`config.mk`:
```
export PLATFORM = sky130hd
export DESIGN_NAME = dram_addr_seq
export DESIGN_NICKNAME = d
export VERILOG_FILES = /design/src/rtl/dram_addr_seq.sv
export SDC_FILE = /design/constraint.sdc
export NUM_CORES = 1
export LEC_CHECK = 0
export ABC_AREA = 1
export CAP_MARGIN = 5
export CORE_UTILIZATION = 43
export DETAILED_ROUTE_END_ITERATION = 6
export PLACE_DENSITY = 0.74
export SYNTH_ARGS = -nofsm -noshare
export SYNTH_HDL_FRONTEND = slang
export SYNTH_SLANG_ARGS = --single-unit
```
`constraint.sdc`:
```
create_clock -name clk -period 1.98 [get_ports clk]
set_clock_uncertainty 0.2 [all_clocks]
set_input_delay 0.297 -clock clk [delete_from_list [all_inputs] [get_ports clk]]
set_output_delay 0.297 -clock clk [all_outputs]
set_load 0.01 [all_outputs]
```
`src/rtl/dram_addr_seq.sv`:
```
// RAS/CAS/WE and 74F257 address-mux sequencer for the main DRAM array.
// Serves CPU accesses and periodic CAS-before-RAS refresh; all outputs are registered.
module dram_addr_seq #(
  parameter int T_RAS_TO_MUX     = 1,
  parameter int T_CAS            = 2,
  parameter int T_PRE            = 2,
  parameter int REFRESH_INTERVAL = 125,
  parameter int REF_W            = 8
) (
  input  logic clk,
  input  logic reset,
  input  logic req,
  input  logic write,
  output logic ack,
  output logic busy,
  output logic ras_n,
  output logic cas_n,
  output logic we_n,
  output logic mux_sel,
  output logic mux_oe_n
);

  typedef enum logic [2:0] {
    IDLE, ROW, COL, CAS, RF_CAS, RF_RAS, PRE
  } state_t;

  localparam int RF_RAS_LEN = T_RAS_TO_MUX + 1 + T_CAS;
  localparam int DW_MAX     = (RF_RAS_LEN > T_PRE) ? RF_RAS_LEN : T_PRE;
  localparam int DW_W       = $clog2(DW_MAX + 1);

  localparam logic [DW_W-1:0]  ROW_LD    = DW_W'(T_RAS_TO_MUX - 1);
  localparam logic [DW_W-1:0]  CAS_LD    = DW_W'(T_CAS - 1);
  localparam logic [DW_W-1:0]  RF_RAS_LD = DW_W'(RF_RAS_LEN - 1);
  localparam logic [DW_W-1:0]  PRE_LD    = DW_W'(T_PRE - 1);
  localparam logic [REF_W-1:0] REF_LD    = REF_W'(REFRESH_INTERVAL - 1);

  state_t            state_reg, state_next;
  logic [DW_W-1:0]   dwell_reg, dwell_next;
  logic [REF_W-1:0]  ref_cnt_reg, ref_cnt_next;
  logic              pending_reg, pending_next;
  logic              write_reg, write_next;

  logic ack_next, busy_next, ras_n_next, cas_n_next, we_n_next;
  logic mux_sel_next, mux_oe_n_next;
  logic dwell_done, ref_expire, refresh_due, take_refresh;

  assign dwell_done  = (dwell_reg == '0);
  assign ref_expire  = (ref_cnt_reg == '0);
  // An expiry in the arbitration cycle itself already beats a competing req.
  assign refresh_due = pending_reg | ref_expire;

  always_comb begin
    state_next   = state_reg;
    dwell_next   = dwell_done ? '0 : dwell_reg - 1'b1;
    write_next   = write_reg;
    take_refresh = 1'b0;

    case (state_reg)
      IDLE, PRE: begin
        // Leaving PRE arbitrates exactly like IDLE, so back-to-back work loses no cycle.
        if (state_reg == IDLE || dwell_done) begin
          if (refresh_due) begin
            state_next   = RF_CAS;
            dwell_next   = '0;
            take_refresh = 1'b1;
          end else if (req) begin
            state_next = ROW;
            dwell_next = ROW_LD;
            write_next = write;
          end else begin
            state_next = IDLE;
            dwell_next = '0;
          end
        end
      end
      ROW: begin
        if (dwell_done) begin
          state_next = COL;
          dwell_next = '0;
        end
      end
      COL: begin
        state_next = CAS;
        dwell_next = CAS_LD;
      end
      CAS: begin
        if (dwell_done) begin
          state_next = PRE;
          dwell_next = PRE_LD;
        end
      end
      RF_CAS: begin
        state_next = RF_RAS;
        dwell_next = RF_RAS_LD;
      end
      RF_RAS: begin
        if (dwell_done) begin
          state_next = PRE;
          dwell_next = PRE_LD;
        end
      end
      default: begin
        state_next = IDLE;
        dwell_next = '0;
      end
    endcase
  end

  always_comb begin
    ref_cnt_next = ref_expire ? REF_LD : ref_cnt_reg - 1'b1;
    pending_next = (pending_reg | ref_expire) & ~take_refresh;
  end

  // Outputs are decoded from the next state so they change on the same edge as the state.
  always_comb begin
    ack_next      = 1'b0;
    busy_next     = (state_next != IDLE);
    ras_n_next    = 1'b1;
    cas_n_next    = 1'b1;
    we_n_next     = 1'b1;
    mux_sel_next  = 1'b0;
    mux_oe_n_next = 1'b0;
    case (state_next)
      ROW: ras_n_next = 1'b0;
      COL: begin
        ras_n_next   = 1'b0;
        mux_sel_next = 1'b1;
      end
      CAS: begin
        ras_n_next   = 1'b0;
        cas_n_next   = 1'b0;
        mux_sel_next = 1'b1;
        we_n_next    = ~write_next;
        ack_next     = (dwell_next == '0);
      end
      RF_CAS: begin
        cas_n_next    = 1'b0;
        mux_oe_n_next = 1'b1;
      end
      RF_RAS: begin
        cas_n_next    = 1'b0;
        ras_n_next    = 1'b0;
        mux_oe_n_next = 1'b1;
      end
      default: ;
    endcase
  end

  always_ff @(posedge clk) begin
    if (reset) begin
      state_reg   <= IDLE;
      dwell_reg   <= '0;
      ref_cnt_reg <= REF_LD;
      pending_reg <= 1'b0;
      write_reg   <= 1'b0;
      ack         <= 1'b0;
      busy        <= 1'b0;
      ras_n       <= 1'b1;
      cas_n       <= 1'b1;
      we_n        <= 1'b1;
      mux_sel     <= 1'b0;
      mux_oe_n    <= 1'b0;
    end else begin
      state_reg   <= state_next;
      dwell_reg   <= dwell_next;
      ref_cnt_reg <= ref_cnt_next;
      pending_reg <= pending_next;
      write_reg   <= write_next;
      ack         <= ack_next;
      busy        <= busy_next;
      ras_n       <= ras_n_next;
      cas_n       <= cas_n_next;
      we_n        <= we_n_next;
      mux_sel     <= mux_sel_next;
      mux_oe_n    <= mux_oe_n_next;
    end
  end

endmodule

```
======== Word-level counts from Yosys, hierarchy flattened ========
Cells that the tools add are included.
word-level totals
  register bits after elaboration ......... 23
  output and inout port bits .............. 7
  logic and storage cells ................. 66
cells by class
  add/subtract/negate cells ............... 2
  eq/ne operators ......................... 11
  mux-type cells .......................... 22
  bitwise logic cells ..................... 5
  reduce and logical (&&, ||, !) cells .... 14
operator list
  kind                   number
  $pmux W3 S5            2
  $mux W3                8
  $eq A3 B3 Y1 const B   5
  $eq A3 B2 Y1 const B   4
  $mux W1                12
  $reduce_or A2 Y1       6
  $logic_not A3 Y1       3
  $logic_not A8 Y1       1
  $sub A8 B1 Y8 const B  1
  $eq A3 B1 Y1 const B   2
  $reduce_or A4 Y1       1
  $not A1 Y1             3
  $reduce_bool A3 Y1     1
  $reduce_or A3 Y1       1
  $sub A3 B1 Y3 const B  1
  $and A1 B1 Y1          1
  $logic_or A1 B1 Y1     1
  $or A1 B1 Y1           1

======== Depth between registers and ports, before layout ========
Gate-level depths: netlist of run 1.
  depth in word-level cells ............... 8
  gate-level depth with buffers ........... 11
  gate-level depth less buffers ........... 11

======== Least setup slack after synthesis of run 1 ========
Ideal clock, no wire load.
  path kind ............................... reg-to-reg
  start ................................... register dwell_reg[1]
  end ..................................... register cas_n
  library setup time ...................... 0.109 ns
  arrival time ............................ 1.386 ns
  data required time ...................... 1.671 ns
  path slack .............................. 0.285 ns
  stages on the path, launching flop included .. 10
  path buffers ............................ 0
  path through ............................ dfxtp_1 > nor2_1 > ha_1 > inv_2 > nand2_1 > nor2_1 > a211oi_4 > nand3_1 > nand2_1 > inv_1
between the ends
  longest elaborated chain between the ends .. 7
  elaborated cells on any way between the ends .. 11
  those cells by class .................... eq/ne: 3; mux: 5; reduce/logical: 3
ends and longest elaborated chain
  element                                              line  source
  start, declared                                      38    logic [DW_W-1:0] dwell_reg, dwell_next;
  start signal, assigned                               165   dwell_reg <= dwell_next;
  $logic_not A3 Y1 *                                   47    assign dwell_done = (dwell_reg == '0);
  $logic_or A1 B1 Y1                                   61    if (state_reg == IDLE || dwell_done) begin
  $mux W3                                              61
  $pmux W3 S5 *                                        58    case (state_reg)
  $eq A3 B3 Y1 / $eq A3 B2 Y1 (equally long branches)  123   case (state_next)
  $reduce_or A3 Y1 (no source line) *                  -
  $mux W1 *                                            123
  end signal, assigned                                 172   cas_n <= cas_n_next;
  end, declared                                        17    output logic cas_n,
Every way passes the cells marked *; elsewhere a longest branch is shown, timed or not.
A chain may end at the register's enable or synchronous reset.

======== Worst setup path in the final report of run 1 ========
  start ................................... register dwell_reg[0]
  end ..................................... register busy
between the ends
  longest elaborated chain between the ends .. 5
  elaborated cells on any way between the ends .. 7
  those cells by class .................... mux: 4; reduce/logical: 3
ends and longest elaborated chain
  element               line  source
  $logic_not A3 Y1 *    47
  $logic_or A1 B1 Y1    61
  $mux W3               61
  $pmux W3 S5 *         58
  $reduce_bool A3 Y1 *  117   busy_next = (state_next != IDLE);
  end signal, assigned  170   busy <= busy_next;
  end, declared         15    output logic busy,
Marks and branches as above.

==> flow_summary.ini, run 1 <==
[yosys]
yosys-top-cells-count = nand2_1, dfxtp_1, inv_1
avgSynthCellArea_um2 = 7.38
ys_seq_elements = 23
synth_area_um2 = 1220
yosysMostFrequentCell = nand2_1
ys_warn_count = 0
syn_nets = 175
ys.flop_type = dfxtp_1
yosys.area.top_type_share_pct = 37.6
yosysSeqAreaShare_pct = 37.6
synthTopCellsByArea = dfxtp_1, nand2_1, inv_1, nor2_1, nand3_1
synth_edf_count = 0
synth.largest_area_cell = dfxtp_1
synthCells = 166
ys_types = 31
async_reset_ff_share_pct = 0

[power_and_ir_drop]
pwr-share-comb_pct = 35.8
power.switching_mw = 0.444
switching_share_pct = 36.0
leakage_nw = 0.715
clkPwrFrac_pct = 16.9
vdd_ir_drop_max_v = 0.000720
pwr_density_cell_nw_per_um2 = 885
seqPwrFrac_pct = 47.3
p_int_mw = 0.789

[clocking]
cts-htree-levels = 1
numCtsBuffers = 3
clock_sinks = 23
clockRootBuffer = clkbuf_4
postCtsSetupBuffers = 0
clk_latency_ns = 0.30
clk_pin_slew_ns = 0.12
clockBufferDepth = 2
cts_tree = built

[min_path]
hold_class = reg -> reg

[timing]
maxSlewViolCount = 0
slew_headroom_pct = 70.7
post-route-period-util_pct = 92.1
tightest_slew_ns = 0.438
rsz0062_at_grt = no
finalSetupViolations = 0
tns_ns = 0
max_freq_mhz = 548
fin_crit_ns = 1.82
whs_ns = 0.293
final_hold_viol_count = 0

[route]
highest_layer = met3
drt.antenna.violating_nets = 0
m1WireLength_um = 920
met2_length_um = 1140
drc_errors = 0
routed-wl-met3_um = 96
routed_wl_um = 2150
num_vias = 1025
wire_per_inst_um = 10.3
first_pass_iters = 4
drt_iter0_drc = 31
via_per_inst = 4.88

[grt]
grt_max_degree = 13
grt_overflow_total = 0
grt_pass1_vias = 969
antenna_found_initial = 0
grt_first_pass_wirelength_um = 3810
track_usage_pct = 15.0

[die]
fp-row-count = 18
chipWidth_um = 55.4
core_um2 = 2590
start_util_pct = 47.3
ioPinCount = 11
die_area_um2 = 3070
die_y_um = 55.4

[critical_path]
start_kind = flop
critical_path_buf_inv_count = 2
crit_required_ns = 1.97
cp_slowest_cell = dfxtp_1
critical_path.top_delay_family = simple AND/OR/NAND/NOR gates
cp_max_fo = 6
worstSetupEndpointType = flop
cp_data_arrival_time_ns = 1.81
slowest_delay_ns = 0.34
path_cells = nor2_1, ha_2, inv_2, nand2_1, nor2_1, a211oi_4, inv_2, nand2_2, nand3_1
critPathKind = reg -> reg

[place]
hpwlAfterDp_um = 1800
numPortBuffers = 10
gp_congestion = 0.790

[cells_and_area]
syn2layout_area_growth_pct = 13.8
num_antenna_cells = 0
nets = 190
drive_above_1_share_pct = 19.4
largest_register_ffs = 8

[outcome]
outcome = finished clean

[job]
drv_cap = 0
## cells by family (layout without fill, tap and decap cells)
logic type / after synthesis / in the layout / synth area share, %
compound gates: 14 / 14 / 8.89
simple gates: 89 / 89 / 36.3
buf+inv: 33 / 47 / 10.7
xor+xnor: 2 / 2 / 1.43
flops: 23 / 23 / 37.6
fa+ha+maj: 5 / 5 / 5.11
## layout make-up
| type | count | area (um^2) |
|---|---|---|
| fillers | 241 | 1200 |
| multi-input cells | 110 | 636 |
| flip-flops and latches | 23 | 460 |
| inverters | 31 | 119 |
| repair buffers | 12 | 115 |
| well taps | 30 | 37.5 |
| clock buffers | 4 | 26.3 |
## through the flow
stage	total power, mW	setup slack (ns)	area [um^2]	util [%]	std cells
after floorplan	0.904	0.285	1220	-	166
after global placement	1.02	0.169	1370	52.7	206
after detailed placement	1.04	0.157	1370	52.7	206
after CTS	1.25	0.136	1390	53.7	210
after global routing	1.32	0.0517	1390	53.8	210
final	1.23	0.156	1390	53.8	210
## power groups by stage
stage / combinational [mW] / sequential (mW) / clock [mW]
3_5_place_dp: 0.442 / 0.594 / 0
3_3_place_gp: 0.433 / 0.589 / 0
4_1_cts: 0.444 / 0.583 / 0.219
5_1_grt: 0.494 / 0.592 / 0.236
6_report: 0.441 / 0.583 / 0.208
2_1_floorplan: 0.321 / 0.583 / 0
## final timing paths
path / slack, ns / cells after the start / start / endpoint
max: 0.16 / 9 / dwell_reg[0]$_SDFF_PP0_ / busy$_SDFF_PP0_
min: 0.29 / 1 / ref_cnt_reg[0]$_SDFF_PP0_ / ref_cnt_reg[0]$_SDFF_PP0_
max reg2reg: 0.16 / 9 / dwell_reg[0]$_SDFF_PP0_ / busy$_SDFF_PP0_
min reg2reg: 0.29 / 1 / ref_cnt_reg[0]$_SDFF_PP0_ / ref_cnt_reg[0]$_SDFF_PP0_
## timing repair
| action | 4_1_cts | 5_1_grt |
|---|---|---|
| gates resized for setup | 0 | 1 |
| endpoints found under the setup margin | 0 | 1 |
| hold buffers | 0 | 0 |
## layer usage
metal / track usage (%) / up-vias
met5: 0 / -
met2: 28.4 / 23
met3: 4.22 / 0
met4: 2.14 / 0
met1: 16.9 / 461
li1: - / 541
## cell usage in the layout, fill, tap and decap left out, drive strengths merged
master,count
nand2,41
inv,30
nor2,26
dfxtp,23
nand3,17
clkdlybuf4s50,10
ha,5
clkbuf,4
o21ai,4
a21oi,3
nand4,2
nor3,2
buf,2
a211oi,2
clkinv,1
xor2,1
nand3b,1
a21boi,1
o31ai,1
o311ai,1
o211ai,1
xnor2,1
o21bai,1
(Power assumes the default switching activity.)
==> inputs of run 2 (changes only) <==
--- a/config.mk
+++ b/config.mk
@@ -10,6 +10,7 @@
 export CORE_UTILIZATION = 43
 export DETAILED_ROUTE_END_ITERATION = 6
 export PLACE_DENSITY = 0.74
+export SLEW_MARGIN = 5
 export SYNTH_ARGS = -nofsm -noshare
 export SYNTH_HDL_FRONTEND = slang
 export SYNTH_SLANG_ARGS = --single-unit
==> results of run 2 <==
The final DEF is identical to that of run 1; final timing and power are the same.
==> inputs of run 3 (changes only) <==
--- a/config.mk
+++ b/config.mk
@@ -7,6 +7,7 @@
 export LEC_CHECK = 0
 export ABC_AREA = 1
 export CAP_MARGIN = 5
+export CORE_MARGIN = 2
 export CORE_UTILIZATION = 43
 export DETAILED_ROUTE_END_ITERATION = 6
 export PLACE_DENSITY = 0.74
==> run 3 against run 2 <==
Compared with the run above:
- hold slack worse by 0.0059 ns
- critical path depth rose by 2
- clock-buffer cell count unchanged
- clock power is 2% higher
- sequential cell count unchanged
- sequential power is essentially flat
- wire length grew 1.8%
- utilization is 2.4 points lower
- critical endpoint is now cas_n$_SDFF_PP1_
- highest routed layer is now met4
==> flow_summary.ini, run 3 (synthesized netlist as in run 1, its figures left out) <==
[clocking]
postCtsSetupBuffers = 0
clk_latency_ns = 0.31
clk_pin_slew_ns = 0.12
numCtsBuffers = 3
clock_sinks = 23
cts-htree-levels = 1
ctsHoldBuffers = 0
clockBufferDepth = 2
cts_tree = built
clockRootBuffer = clkbuf_4

[critical_path]
cp_data_arrival_time_ns = 1.78
cp_max_fo = 6
critical_path_buf_inv_count = 3
crit_required_ns = 2.00
r2r_cells = 11
critical_path.top_delay_family = simple AND/OR/NAND/NOR gates
cp_slowest_cell = dfxtp_1
slowest_delay_ns = 0.34
path_depth = 11
worstSetupEndpointType = flop
path_cells = nor2_2, ha_2, inv_2, nand2_1, nand3_2, inv_2, nand2_4, nand2_4, nand3_1, nand2_1, inv_1
critPathKind = reg -> reg
start_kind = flop

[route]
routed_wl_um = 2190
num_vias = 1047
drt_iter0_drc = 37
first_pass_iters = 4
drt.antenna.violating_nets = 0
wire_per_inst_um = 10.3
via_per_inst = 4.94
drc_errors = 0

[die]
start_util_pct = 44.8
fp-row-count = 19
die_y_um = 57.4
die_area_um2 = 3290
ioPinCount = 11
chipWidth_um = 57.4
core_um2 = 2730

[power_and_ir_drop]
vdd_ir_drop_max_v = 0.000694
p_int_mw = 0.790
pwr-share-comb_pct = 35.6
pwr_density_cell_nw_per_um2 = 878
leakage_nw = 0.721
power.switching_mw = 0.443
seqPwrFrac_pct = 47.2
clkPwrFrac_pct = 17.2
switching_share_pct = 35.9

[timing]
rsz0062_at_grt = no
final_hold_viol_count = 0
slew_headroom_pct = 71.9
fin_crit_ns = 1.75
finalSetupViolations = 0
max_freq_mhz = 571
maxSlewViolCount = 0
tightest_slew_ns = 0.421
post-route-period-util_pct = 88.5
tns_ns = 0

[place]
gp_congestion = 0.842
numPortBuffers = 10
hpwlAfterDp_um = 1800
place_area_um2 = 1370

[grt]
grt_pass1_vias = 1023
grt_first_pass_wirelength_um = 3860
grt_overflow_total = 0
antenna_found_initial = 0
grt_max_degree = 13
track_usage_pct = 14.9

[cells_and_area]
ff_latch_area_um2 = 460
final_util_pct = 51.4
fillers = 266
layout_common_cells = nand2_1, inv_1, dfxtp_1
largest_register_ffs = 8
fin_area_um2 = 1410
drive_above_1_share_pct = 20.4
num_antenna_cells = 0
syn2layout_area_growth_pct = 14.7
multi_input_area_um2 = 638
nets = 191
final_common_cell = nand2_1

[outcome]
outcome = finished clean

[min_path]
hold_class = reg -> reg
hold_depth = 1

[job]
drv_cap = 0
## run 3: power by group through the flow
| stage | Sequential (mW) | Clock (mW) | Combinational (mW) |
|---|---|---|---|
| 2_1_floorplan | 0.583 | 0 | 0.321 |
| 3_3_place_gp | 0.592 | 0 | 0.432 |
| 3_5_place_dp | 0.591 | 0 | 0.440 |
| 4_1_cts | 0.580 | 0.221 | 0.442 |
| 5_1_grt | 0.590 | 0.235 | 0.495 |
| 6_report | 0.582 | 0.212 | 0.440 |
## run 3: worst paths after layout
path	end	start	slack [ns]
worst max-delay path	cas_n$_SDFF_PP1_	dwell_reg[1]$_SDFF_PP0_	0.23
worst max register to register	cas_n$_SDFF_PP1_	dwell_reg[1]$_SDFF_PP0_	0.23
worst min-delay path	ref_cnt_reg[0]$_SDFF_PP0_	ref_cnt_reg[0]$_SDFF_PP0_	0.29
worst min register to register	ref_cnt_reg[0]$_SDFF_PP0_	ref_cnt_reg[0]$_SDFF_PP0_	0.29
## run 3: per-stage QoR
step | worst slack (ns) | std cells | hold WS, ns | total power [mW]
2_1_floorplan | 0.285 | 166 | 0.169 | 0.904
3_3_place_gp | 0.197 | 208 | 0.261 | 1.02
3_5_place_dp | 0.150 | 208 | 0.265 | 1.03
4_1_cts | 0.126 | 212 | 0.294 | 1.24
5_1_grt | 0.0524 | 212 | 0.310 | 1.32
6_report | 0.229 | 212 | 0.287 | 1.23
## run 3: per-layer routing
layer,GRT usage [%],up-vias,wire [um]
li1,-,547,-
met1,16.9,482,943
met2,26.8,13,1160
met3,2.27,5,42
met4,7.31,0,46
met5,0,-,0
## run 3: timing repair
action,4_1_cts,5_1_grt
hold endpoints to repair,0,0
resized for setup,0,2
setup endpoints to repair,0,2
## run 3: layout make-up
cell class	instances	area share [%]
Multi-Input combinational cell	110	45.4
Sequential cell	23	32.8
Timing Repair Buffer	13	8.73
Inverter	31	8.46
Tap cell	31	2.76
Clock buffer	4	1.87
